File: src/rtl/branch_resolve_ctrl.sv
// ---------------------------------------------------------------------------
// branch_resolve_ctrl
//   Decode-stage controller that sequences the branch comparator of the
//   pipelined MIPS core. A branch in D is held until its operands are
//   available through forwarding. The operands are then registered into the
//   comparator. The comparator result is sampled one cycle later to issue a
//   single-cycle PC redirect for taken branches. The block also keeps
//   saturating branch/taken statistics and a sticky stall watchdog.
//
// Ports
//   clk, reset              rising-edge clock, synchronous active-high reset
//   flush                   abort any branch in flight (exception/eret)
//   d_valid, d_is_branch    D-stage instruction qualifiers
//   d_cmpop, d_pc, d_imm16  comparator opcode, branch PC, word offset
//   rs_ready, rt_ready      operand availability from the hazard unit
//   rs_val, rt_val          forwarded operand values
//   cmp_bmove               comparator result for cmp_op/cmp_a/cmp_b
//   cmp_op, cmp_a, cmp_b    registered comparator inputs
//   stall_d                 freeze F/D registers
//   redirect, redirect_pc   one-cycle PC load request and branch target
//   busy                    a branch is being resolved
//   branch_cnt, taken_cnt   saturating statistics
//   wd_err                  sticky watchdog error (too long in WAIT)
// ---------------------------------------------------------------------------
module branch_resolve_ctrl #(
    parameter int CNT_W    = 16,
    parameter int WAIT_MAX = 15
) (
    input  logic             clk,
    input  logic             reset,
    input  logic             flush,
    input  logic             d_valid,
    input  logic             d_is_branch,
    input  logic [2:0]       d_cmpop,
    input  logic [31:0]      d_pc,
    input  logic [15:0]      d_imm16,
    input  logic             rs_ready,
    input  logic             rt_ready,
    input  logic [31:0]      rs_val,
    input  logic [31:0]      rt_val,
    input  logic             cmp_bmove,
    output logic [2:0]       cmp_op,
    output logic [31:0]      cmp_a,
    output logic [31:0]      cmp_b,
    output logic             stall_d,
    output logic             redirect,
    output logic [31:0]      redirect_pc,
    output logic             busy,
    output logic [CNT_W-1:0] branch_cnt,
    output logic [CNT_W-1:0] taken_cnt,
    output logic             wd_err
);

    localparam int WAIT_W = $clog2(WAIT_MAX + 1);
    localparam logic [WAIT_W-1:0] WAIT_LIMIT = WAIT_W'(WAIT_MAX);
    localparam logic [CNT_W-1:0]  CNT_SAT    = {CNT_W{1'b1}};

    typedef enum logic [1:0] {
        ST_IDLE    = 2'd0,
        ST_WAIT    = 2'd1,
        ST_RESOLVE = 2'd2
    } state_e;

    state_e             state_q, state_d;
    logic [WAIT_W-1:0]  wait_cnt_q, wait_cnt_d;
    logic               wd_err_q, wd_err_d;
    logic [CNT_W-1:0]   branch_cnt_q, branch_cnt_d;
    logic [CNT_W-1:0]   taken_cnt_q, taken_cnt_d;
    logic [2:0]         cmp_op_q;
    logic [31:0]        cmp_a_q, cmp_b_q, redirect_pc_q;

    logic               branch_req_s;
    logic               need_rt_s;
    logic               ready_s;
    logic               latch_s;
    logic               stall_s;
    logic               redirect_s;
    logic [WAIT_W-1:0]  wait_inc_s;
    logic [31:0]        target_s;

    // Operand readiness and branch target of the instruction currently in D
    always_comb begin
        branch_req_s = d_valid & d_is_branch;
        // Only eq/ne compare two registers; the zero-compares ignore rt.
        need_rt_s    = (d_cmpop <= 3'd1);
        ready_s      = rs_ready & (rt_ready | ~need_rt_s);
        target_s     = d_pc + 32'd4 + {{14{d_imm16[15]}}, d_imm16, 2'b00};
        // Saturate so a very long stall cannot wrap the watchdog count.
        if (wait_cnt_q == WAIT_LIMIT) begin
            wait_inc_s = wait_cnt_q;
        end else begin
            wait_inc_s = wait_cnt_q + WAIT_W'(1);
        end
    end

    // Next-state, datapath enables and combinational outputs
    always_comb begin
        state_d      = state_q;
        wait_cnt_d   = wait_cnt_q;
        wd_err_d     = wd_err_q;
        branch_cnt_d = branch_cnt_q;
        taken_cnt_d  = taken_cnt_q;
        latch_s      = 1'b0;
        stall_s      = 1'b0;
        redirect_s   = 1'b0;

        case (state_q)
            ST_IDLE: begin
                stall_s = branch_req_s;
                if (branch_req_s) begin
                    if (ready_s) begin
                        latch_s = 1'b1;
                        state_d = ST_RESOLVE;
                    end else begin
                        wait_cnt_d = '0;
                        state_d    = ST_WAIT;
                    end
                end else begin
                    state_d = ST_IDLE;
                end
            end
            ST_WAIT: begin
                stall_s    = 1'b1;
                wait_cnt_d = wait_inc_s;
                if (wait_inc_s == WAIT_LIMIT) begin
                    wd_err_d = 1'b1;
                end else begin
                    wd_err_d = wd_err_q;
                end
                if (ready_s) begin
                    latch_s = 1'b1;
                    state_d = ST_RESOLVE;
                end else begin
                    state_d = ST_WAIT;
                end
            end
            ST_RESOLVE: begin
                // stall_d stays low: the branch leaves D and the delay slot enters.
                redirect_s = cmp_bmove;
                if (branch_cnt_q == CNT_SAT) begin
                    branch_cnt_d = branch_cnt_q;
                end else begin
                    branch_cnt_d = branch_cnt_q + CNT_W'(1);
                end
                if (cmp_bmove && (taken_cnt_q != CNT_SAT)) begin
                    taken_cnt_d = taken_cnt_q + CNT_W'(1);
                end else begin
                    taken_cnt_d = taken_cnt_q;
                end
                state_d = ST_IDLE;
            end
            default: begin
                state_d = ST_IDLE;
            end
        endcase

        // A flush discards the branch: no redirect, no statistics, no watchdog
        // progress, and the comparator registers keep their last contents.
        if (flush) begin
            state_d      = ST_IDLE;
            latch_s      = 1'b0;
            redirect_s   = 1'b0;
            wait_cnt_d   = wait_cnt_q;
            wd_err_d     = wd_err_q;
            branch_cnt_d = branch_cnt_q;
            taken_cnt_d  = taken_cnt_q;
        end else begin
            state_d = state_d;
        end
    end

    // State, statistics, watchdog and comparator/target registers
    always_ff @(posedge clk) begin
        if (reset) begin
            state_q       <= ST_IDLE;
            wait_cnt_q    <= '0;
            wd_err_q      <= 1'b0;
            branch_cnt_q  <= '0;
            taken_cnt_q   <= '0;
            cmp_op_q      <= 3'd0;
            cmp_a_q       <= 32'd0;
            cmp_b_q       <= 32'd0;
            redirect_pc_q <= 32'd0;
        end else begin
            state_q      <= state_d;
            wait_cnt_q   <= wait_cnt_d;
            wd_err_q     <= wd_err_d;
            branch_cnt_q <= branch_cnt_d;
            taken_cnt_q  <= taken_cnt_d;
            if (latch_s) begin
                cmp_op_q      <= d_cmpop;
                cmp_a_q       <= rs_val;
                cmp_b_q       <= rt_val;
                redirect_pc_q <= target_s;
            end
        end
    end

    assign cmp_op      = cmp_op_q;
    assign cmp_a       = cmp_a_q;
    assign cmp_b       = cmp_b_q;
    assign redirect_pc = redirect_pc_q;
    assign stall_d     = stall_s;
    assign redirect    = redirect_s;
    assign busy        = (state_q != ST_IDLE);
    assign branch_cnt  = branch_cnt_q;
    assign taken_cnt   = taken_cnt_q;
    assign wd_err      = wd_err_q;

endmodule

File: config.mk
export PLATFORM = sky130hd
export DESIGN_NAME = branch_resolve_ctrl
export DESIGN_NICKNAME = d
export VERILOG_FILES = /design/src/rtl/branch_resolve_ctrl.sv
export SDC_FILE = /design/constraint.sdc
export NUM_CORES = 1
export LEC_CHECK = 0
export ABC_AREA = 1
export ABC_CLOCK_PERIOD_IN_PS = 5200
export CAP_MARGIN = 20
export CELL_PAD_IN_SITES_DETAIL_PLACEMENT = 0
export CELL_PAD_IN_SITES_GLOBAL_PLACEMENT = 1
export CORE_MARGIN = 1.5
export CORE_UTILIZATION = 36
export CTS_BUF_LIST = sky130_fd_sc_hd__clkbuf_4
export DETAILED_ROUTE_END_ITERATION = 8
export PLACE_DENSITY = 0.87
export RECOVER_POWER = 50
export SLEW_MARGIN = 20
export SYNTH_ARGS = -nofsm -noshare
export SYNTH_HDL_FRONTEND = slang
export SYNTH_SLANG_ARGS = --single-unit
File: constraint.sdc
create_clock -name clk -period 5.2 [get_ports clk]
set_input_delay 0.78 -clock clk [delete_from_list [all_inputs] [get_ports clk]]
set_output_delay 0.78 -clock clk [all_outputs]
set_load 0.02 [all_outputs]
==> results.txt, run 1 <==
* Clk buf depth: 2
* Headroom to the max-slew limit: a little over a third
- Clock sinks: between 100 and 150
* Initial antenna violation count: 2
- Max frequency: 0.2661 GHz
- The clock network burns around 28% of the power.
- The count of nets left with antenna violations once routing finished came out at 0.
* Maximum vdd drop: approximately 0.00012 V
- The run finished with clean final reports.
- Synthesis produced a netlist with a net count of roughly 1400.
* Reg2reg end: taken_cnt[12]
* Pwr Density: around 210 mW/mm^2
- Ordered list of cells on the worst path: dlygate4sd3_1 > nor3_1 > inv_2 > nor2_1 > clkdlybuf4s50_1
- Post-layout min period: roughly 3.8 ns
- The global routing stage identified its most utilized layer as met2.
* Top cells by area in the synthesized netlist: sky130_fd_sc_hd__dfxtp_1 (34%), sky130_fd_sc_hd__nand2_1 (13%), sky130_fd_sc_hd__nor2_1 (12%)
- For the worst setup path, the data required time is between 4 and 5 ns.
- Unrepaired setup endpoints after global routing: no
* Number of buffers inserted during clock tree synthesis: 17
- Avg WL per Cell: 13.62 um
- Power dissipated by switching net loads: 0.8215 mW
* Count of standard-cell rows: 55
* Largest fanout of any net on the critical path: 4
- In this run the vertical extent of the chip is 154.2 um.
* Internal power of the cells: 1.566 mW
- Slew Limit Fails: 0
- Post-cts sizing count: 0
- Unique cell type count in the Yosys netlist: 40
* Die W: approximately 150 um
* Via density per instance: approximately 4.7
- The total count of hold-check failures in the final report is 0.
- Met2 Resource Use GR: approximately a third
- At the worst endpoint, the arrival time is ~3 ns.
- Top-level I/O count: ~260
* Portion of total power attributed to combinational logic: 25.6%
* Cell leakage power: ~5.1 nW
- Of the total power, registers draw a little under half.
- Met1 Resource Use GR: 26.14%
* Total non-filler cell area in the finished layout: around 0.011 mm^2
* Async SR Flop Fraction: 0%
* Switching Fraction: roughly a third
- Hold_ws: 0.4871 ns
* Cell type with the highest aggregate area in the netlist: sky130_fd_sc_hd__dfxtp_1
- Clock transition at the registers of the reported paths: 0.13 ns
- The largest individual stage delay along the critical path comes from the cell sky130_fd_sc_hd__clkdlybuf4s50_1.
- The detailed router finished its first iteration with approximately 400 violations.
* Total of max-cap violations: 0
- TritonCTS built the clock tree.
* Half-perimeter wire length after placement: 18.83 mm
- The cell count after synthesis came out at 1256.
- The critical path in this run is classified as in -> out.
- The number of global-route vias before repair is 7678.
- Classification of the worst-slack hold path: reg -> reg
* Area of the core: roughly 0.023 mm^2
* Fraction of final layout cells with drive strength greater than 1: ~3.8%
* Overall track demand over capacity in global routing: between 20 and 25%
* Startpoint types: input port
- In the synthesized netlist, the cells that appear most often are sky130_fd_sc_hd__nand2_1 (292), sky130_fd_sc_hd__nor2_1 (255), sky130_fd_sc_hd__inv_1 (162), sky130_fd_sc_hd__dfxtp_1 (138), sky130_fd_sc_hd__o21ai_0 (95).
- Number of synthesized flops with an enable pin: 0
- Global routing finished with a remaining overflow of 0.
* Global-route wire length before repair: between 30 and 40 mm
* Syn-to-layout area delta: 35.72%
* Number of setup buffers added after CTS: 0
- Worst flop-to-flop path startpoint: state_q[1]
- IO Port Bufs: 257
- Slew at the pin closest to its max-slew limit: 0.9690 ns
* Yosys synthesis warning count: 0
- Setup crit start: flush
- Clock skew on the completed layout was measured at between 0.03 and 0.04 ns.
* Die footprint: roughly 0.024 mm^2
- Buffers inserted to repair hold after CTS numbered 0.
* Sum Neg Setup Slack: 0 ns
* Fraction of the cycle the final worst path needs: 72.28%
* Area of the mapped netlist: approximately 0.0082 mm^2
- R2R Setup Slk: 2.54 ns
* Number of H-tree levels: 4
- Yosys instantiated no cell more often than sky130_fd_sc_hd__nand2_1.
* Proportion of netlist area held by the largest area contributor: about a third
* Insertion delay of the later-clocked pin in the worst-skew pair: roughly 0.55 ns
* Avg Cell Area, Syn: around 6.6 um^2
- The critical path ends at redirect.
- Global routing used under 10% of the available met3 tracks.
- The share of the Yosys chip area taken by registers is 33.57%.
- Synthesis inferred approximately 140 register bits.
- Via count: around 8400
- Most frequently used flop master after synthesis: sky130_fd_sc_hd__dfxtp_1
- For this block, the routed nets add up to around 24 mm of wire.
* Final estimated routing congestion in global placement: a little under 0.9
- For the worst flop-to-flop path, the logic depth is 8.
- Critical Path Sink Type: primary output
- Length of the first detailed-routing pass in iterations: 5
* Effective utilization at floorplan: 36.57%
- Once placement finished, the instance area stood at around 0.011 mm^2.
- Entering global routing, the biggest net connects a little over 80 pins.
- After detailed routing, the number of remaining DRC violations is 0.
* Number of failing setup endpoints in the final timing report: 0
- The final layout contains ~1700 nets.
- In this design, the stage delay of the slowest critical-path cell is 0.68 ns.
- The tree is rooted in a sky130_fd_sc_hd__clkbuf_4.
-- area by class of cell --
cell class / count / area (um^2)
multi-input cells: 910 / 4546
flip-flops and latches: 138 / 2763
repair buffers: 262 / 2605
inverters: 168 / 634.4
fillers: 2361 / 11330
clock buffers: 18 / 135.1
well taps: 285 / 356.6
clock inverters: 14 / 128.9
diodes: 1 / 2.502
-- worst min-delay path by stage --
stage                         from        endpoint  cells after the start
floorplan            wait_cnt_q[1]   wait_cnt_q[1]                      2
global placement         cmp_a[23]       cmp_a[23]                      2
detailed placement  redirect_pc[0]  redirect_pc[0]                      2
CTS                 branch_cnt[15]  branch_cnt[15]                      2
global route             cmp_b[11]       cmp_b[11]                      2
finish              branch_cnt[15]  branch_cnt[15]                      2
-- power by group through the flow --
stage          combinational [mW]  sequential [mW]  clock [mW]
6_report                    0.611             1.10       0.672
5_1_grt                     0.685             1.11       0.745
4_1_cts                     0.623             1.11       0.708
3_5_place_dp                0.618             1.13           0
3_3_place_gp                0.618             1.13           0
2_1_floorplan               0.326             1.17           0
-- sequential cells by signal (all words and copies together), names as in the netlist --
| signal | cells |
|---|---|
| branch_cnt | 16 |
| cmp_a | 32 |
| cmp_b | 32 |
| cmp_op | 3 |
| redirect_pc | 32 |
| state_q | 2 |
| taken_cnt | 16 |
| wait_cnt_q | 4 |
| wd_err | 1 |
-- layer usage --
| metal | wire length (um) | share of wire [%] | vias to the layer above |
|---|---|---|---|
| met3 | 913 | 3.7 | 37 |
| met4 | 573 | 2.3 | 2 |
| met2 | 11840 | 48 | 171 |
| li1 | - | - | 4436 |
| met1 | 11120 | 45 | 3736 |
| met5 | 13 | 0.053 | - |
-- placed cells by master (no fill, tap or decap), types with 2 or more instances in the layout --
cell type,instances
sky130_fd_sc_hd__inv_2,3
sky130_fd_sc_hd__xnor2_1,12
sky130_fd_sc_hd__nand2_2,2
sky130_fd_sc_hd__nand4_1,11
sky130_fd_sc_hd__nor2_2,3
sky130_fd_sc_hd__a21o_1,2
sky130_fd_sc_hd__o21ai_0,95
sky130_fd_sc_hd__inv_1,163
sky130_fd_sc_hd__clkbuf_4,18
sky130_fd_sc_hd__nor3_1,11
sky130_fd_sc_hd__o21ai_1,4
sky130_fd_sc_hd__nand2_1,294
sky130_fd_sc_hd__a21oi_1,55
sky130_fd_sc_hd__buf_4,5
sky130_fd_sc_hd__inv_6,7
sky130_fd_sc_hd__clkdlybuf4s50_1,189
sky130_fd_sc_hd__xor2_1,20
sky130_fd_sc_hd__a21oi_2,3
sky130_fd_sc_hd__nor2_1,256
sky130_fd_sc_hd__nand3b_1,2
sky130_fd_sc_hd__clkinv_4,2
sky130_fd_sc_hd__nor3_2,3
sky130_fd_sc_hd__ha_1,60
sky130_fd_sc_hd__dlygate4sd3_1,67
sky130_fd_sc_hd__dfxtp_1,138
sky130_fd_sc_hd__nand3_2,2
sky130_fd_sc_hd__clkinvlp_4,3
sky130_fd_sc_hd__nand3_1,66
-- cells by family (layout without fill, tap and decap cells) --
group	count (synthesis)	in the layout	synth area share (%)
simple gates	654	654	32.68
compound gates	163	163	10.47
other cells	0	1	0
xor+xnor	32	32	3.405
buf+inv	208	462	10.50
fa+ha+maj	61	61	9.365
flops	138	138	33.57
-- stage by stage --
stage	instances	worst slack (ns)	power, mW	util, %
after floorplan	1256	2.682	1.492	-
after global placement	1763	1.607	1.746	48.72
after detailed placement	1763	1.652	1.748	48.72
after CTS	1795	1.886	2.437	49.89
after global routing	1796	1.412	2.539	49.64
final	1796	1.442	2.388	49.64
-- worst max-delay path: cells and delay by family --
family	cells	cell delay [ns]
buffers and inverters	3	1.31
AND/OR/NAND/NOR	2	0.89
No activity file was read; power rests on OpenSTA's default activity.
==> run 2, diff against run 1 <==
Settings changed: ABC_CLOCK_PERIOD_IN_PS 5200 to 3100, CORE_UTILIZATION 36 to 30, PLACE_DENSITY 0.87 to 0.77.
Clock period 5.2 ns to 3.1 ns, I/O delays scaled along.
==> results.txt, run 2 (synthesis results as in run 1) <==
- Fin cells: 1854 (was 1796)
- The nature of the critical path startpoint was an input port (unchanged).
* Number of setup buffers added after CTS: 0 (unchanged)
- The worst path setup slack after routing is 0.4570 ns (was 1.442 ns).
* Clock sinks: 138 (unchanged)
- The relative max-transition margin came to 5.397% (was 35.31%).
* Initial antenna violation count: 1 (was 2)
* Die footprint: 0.02844 mm^2 (was 0.02378 mm^2)
- The peak supply drop was 0.0002043 V (was 0.0001209 V).
* Post-DRT Antenna Nets: 0 (unchanged)
* Most common cell after layout, fill and taps aside: sky130_fd_sc_hd__nand2_1 (unchanged)
- Insertion delay of the later-clocked pin in the worst-skew pair: 0.54 ns (was 0.55 ns)
* Sum Neg Setup Slack: 0 ns (unchanged)
- Number of failing setup endpoints in the final timing report: 0 (unchanged)
- Overall die height: 168.6 um (was 154.2 um)
* Number of DRC markers after the initial detailed-route iteration: 476 (was 404)
- The count of TritonRoute iterations in the first routing pass came to 5 (unchanged).
- Avg WL per Cell: 13.69 um (was 13.62 um)
- The number of resized instances in the post-cts repair step was 0 (unchanged).
* Syn-to-layout area delta: 37.50% (was 35.72%)
- The combined global-route utilization of all metal layers came to 17.97% (was 20.47%).
- The post-CTS clock slew at the launch and capture registers of the worst setup and hold paths is 0.13 ns (about the same).
- Global-route wire length before repair: 40.76 mm (was 39.11 mm)
- The critical path required time is 3.52 ns (was 4.42 ns).
- Placed instance area: 0.01110 mm^2 (was 0.01096 mm^2)
- The final-layout fill cell count was 2879 (was 2361).
* Clock skew after layout: 0.02442 ns (was 0.03053 ns)
- The count of standard-cell rows was 60 (was 55).
* Effective utilization at floorplan: 30.54% (was 36.57%)
* Number of buffers inserted during clock tree synthesis: 17 (unchanged)
* Leading cell types in the layout, fill and taps excluded: sky130_fd_sc_hd__nand2_1 (294), sky130_fd_sc_hd__nor2_1 (255), sky130_fd_sc_hd__clkdlybuf4s50_1 (235) (was sky130_fd_sc_hd__nand2_1 (294), sky130_fd_sc_hd__nor2_1 (256), sky130_fd_sc_hd__clkdlybuf4s50_1 (189))
* Unrepaired setup endpoints after global routing: no (unchanged)
- Final estimated routing congestion in global placement: 0.8790 (was 0.8646)
- The largest buffer count on any clock path is 2 (unchanged).
- The start point of the worst hold path is reset (was branch_cnt[15]).
* Worst slack at placement: 0.1606 ns (was 1.652 ns)
- Half-perimeter wire length after placement: 19.45 mm (was 18.83 mm)
- The power density over the cells was 367.1 mW/mm^2 (was 213.7 mW/mm^2).
- Number of global-route vias before repair: 7757 (was 7678)
- Final hold violation count: 0 (unchanged)
- The timing startpoint of the critical path was d_cmpop[2] (was flush).
- Slew Limit Fails: 0 (unchanged)
- The summed area of non-filler cells in the final layout came to 0.01132 mm^2 (was 0.01117 mm^2).
* Hold_ws: 0.3368 ns (was 0.4871 ns)
* Largest fanout of any net on the critical path: 59 (was 4)
* Final wirelength: 25.39 mm (was 24.46 mm)
- The reg-to-reg critical path startpoint was state_q[0] (was state_q[1]).
* Via density per instance: 4.513 (was 4.667)
* Fraction of the cycle the final worst path needs: between 80% and 90%
- The number of remaining DRC errors was 0 (unchanged).
* Number of H-tree levels: 4 (unchanged)
- The maximum number of pins on one net before global-route repair was 76 (was 83).
- The class of the worst hold path was in -> reg (was reg -> reg).
* Max frequency: 0.3784 GHz
* Placed Cells incl. Taps: 1821 (was 1763)
- IO Port Bufs: 257 (unchanged)
- Cell leakage power: 5.027 nW (was 5.129 nW)
- The chip width was 168.6 um (was 154.2 um).
- The area of the core came to 0.02695 mm^2 (was 0.02250 mm^2).
- Total of max-cap violations: 0 (unchanged)
- Total congestion overflow: 0 (unchanged)
- Outcome: completed (unchanged).
- The category of the worst setup path capture point was a register (was primary output).
* Top-level I/O count: 258 (unchanged)
- The total number of nets in the final design came to 1683 (was 1681).
- Total power consumption of the routed design: 4.154 mW (was 2.388 mW)
- After layout, the minimum clock period comes to around 2.6 ns.
- Root Buffer Master: sky130_fd_sc_hd__clkbuf_4 (unchanged)
- The layout cell share with drive strength beyond 1 is 3.770% (was 3.775%).
- Startpoint-to-endpoint class of the critical path: in -> reg (was in -> out)
* Fin util: 41.99% (was 49.64%)
- The measured slew at the worst slew-check pin is 1.419 ns (was 0.9690 ns).
- CTS tree: done (unchanged)
- Hold buffers post-CTS: 0 (unchanged)
- The worst path arrival time came to 3.07 ns (was 2.98 ns).
- The detailed-route via count was 8368 (was 8382).
==> run 2: path summary, 6_finish.rpt <==
path / slack, ns / depth (start not counted) / endpoint
setup / recovery: 0.46 / 7 / cmp_op[0]
hold / removal: 0.34 / 4 / taken_cnt[3]
setup reg to reg: 0.53 / 7 / cmp_op[0]
hold reg to reg: 0.48 / 2 / wd_err
==> run 2: layout make-up <==
type	instances	area (um^2)	area share (%)
Clock buffer	18	135.1	1.194
Tap cell	341	426.7	3.770
Multi-Input combinational cell	910	4549	40.20
Timing Repair Buffer	264	2643	23.35
Sequential cell	138	2763	24.41
Antenna cell	1	2.502	0.02211
Inverter	168	634.4	5.605
Clock inverter	14	163.9	1.448
==> run 2: power by group <==
group	internal [mW]	total, mW	switching, mW
clock network	0.510	1.26	0.750
logic	0.456	1.04	0.583
registers	1.83	1.85	0.0278
==> run 2: per-layer routing <==
metal  GRT usage [%]  up-vias  share of wire (%)
li1                -     4427                  -
met1           23.14     3726                 46
met2           30.92      189                 48
met3           3.203       26                4.1
met4           4.697        0                1.6
met5               0        -                  0
==> run 2: worst max-delay path, cell delays in order <==
cell	delay, ns
sky130_fd_sc_hd__clkdlybuf4s50_1	0.42
sky130_fd_sc_hd__o31a_1	0.35
sky130_fd_sc_hd__nand3_1	0.13
sky130_fd_sc_hd__clkinvlp_2	0.78
sky130_fd_sc_hd__buf_4	0.65
sky130_fd_sc_hd__nor2_1	0.18
sky130_fd_sc_hd__nor2_1	0.06
==> run 3, diff against run 2 <==
Settings changed: HOLD_SLACK_MARGIN set to 0.03.
==> results of run 3 <==
No change in the layout: final DEF, timing and power equal those of run 2.
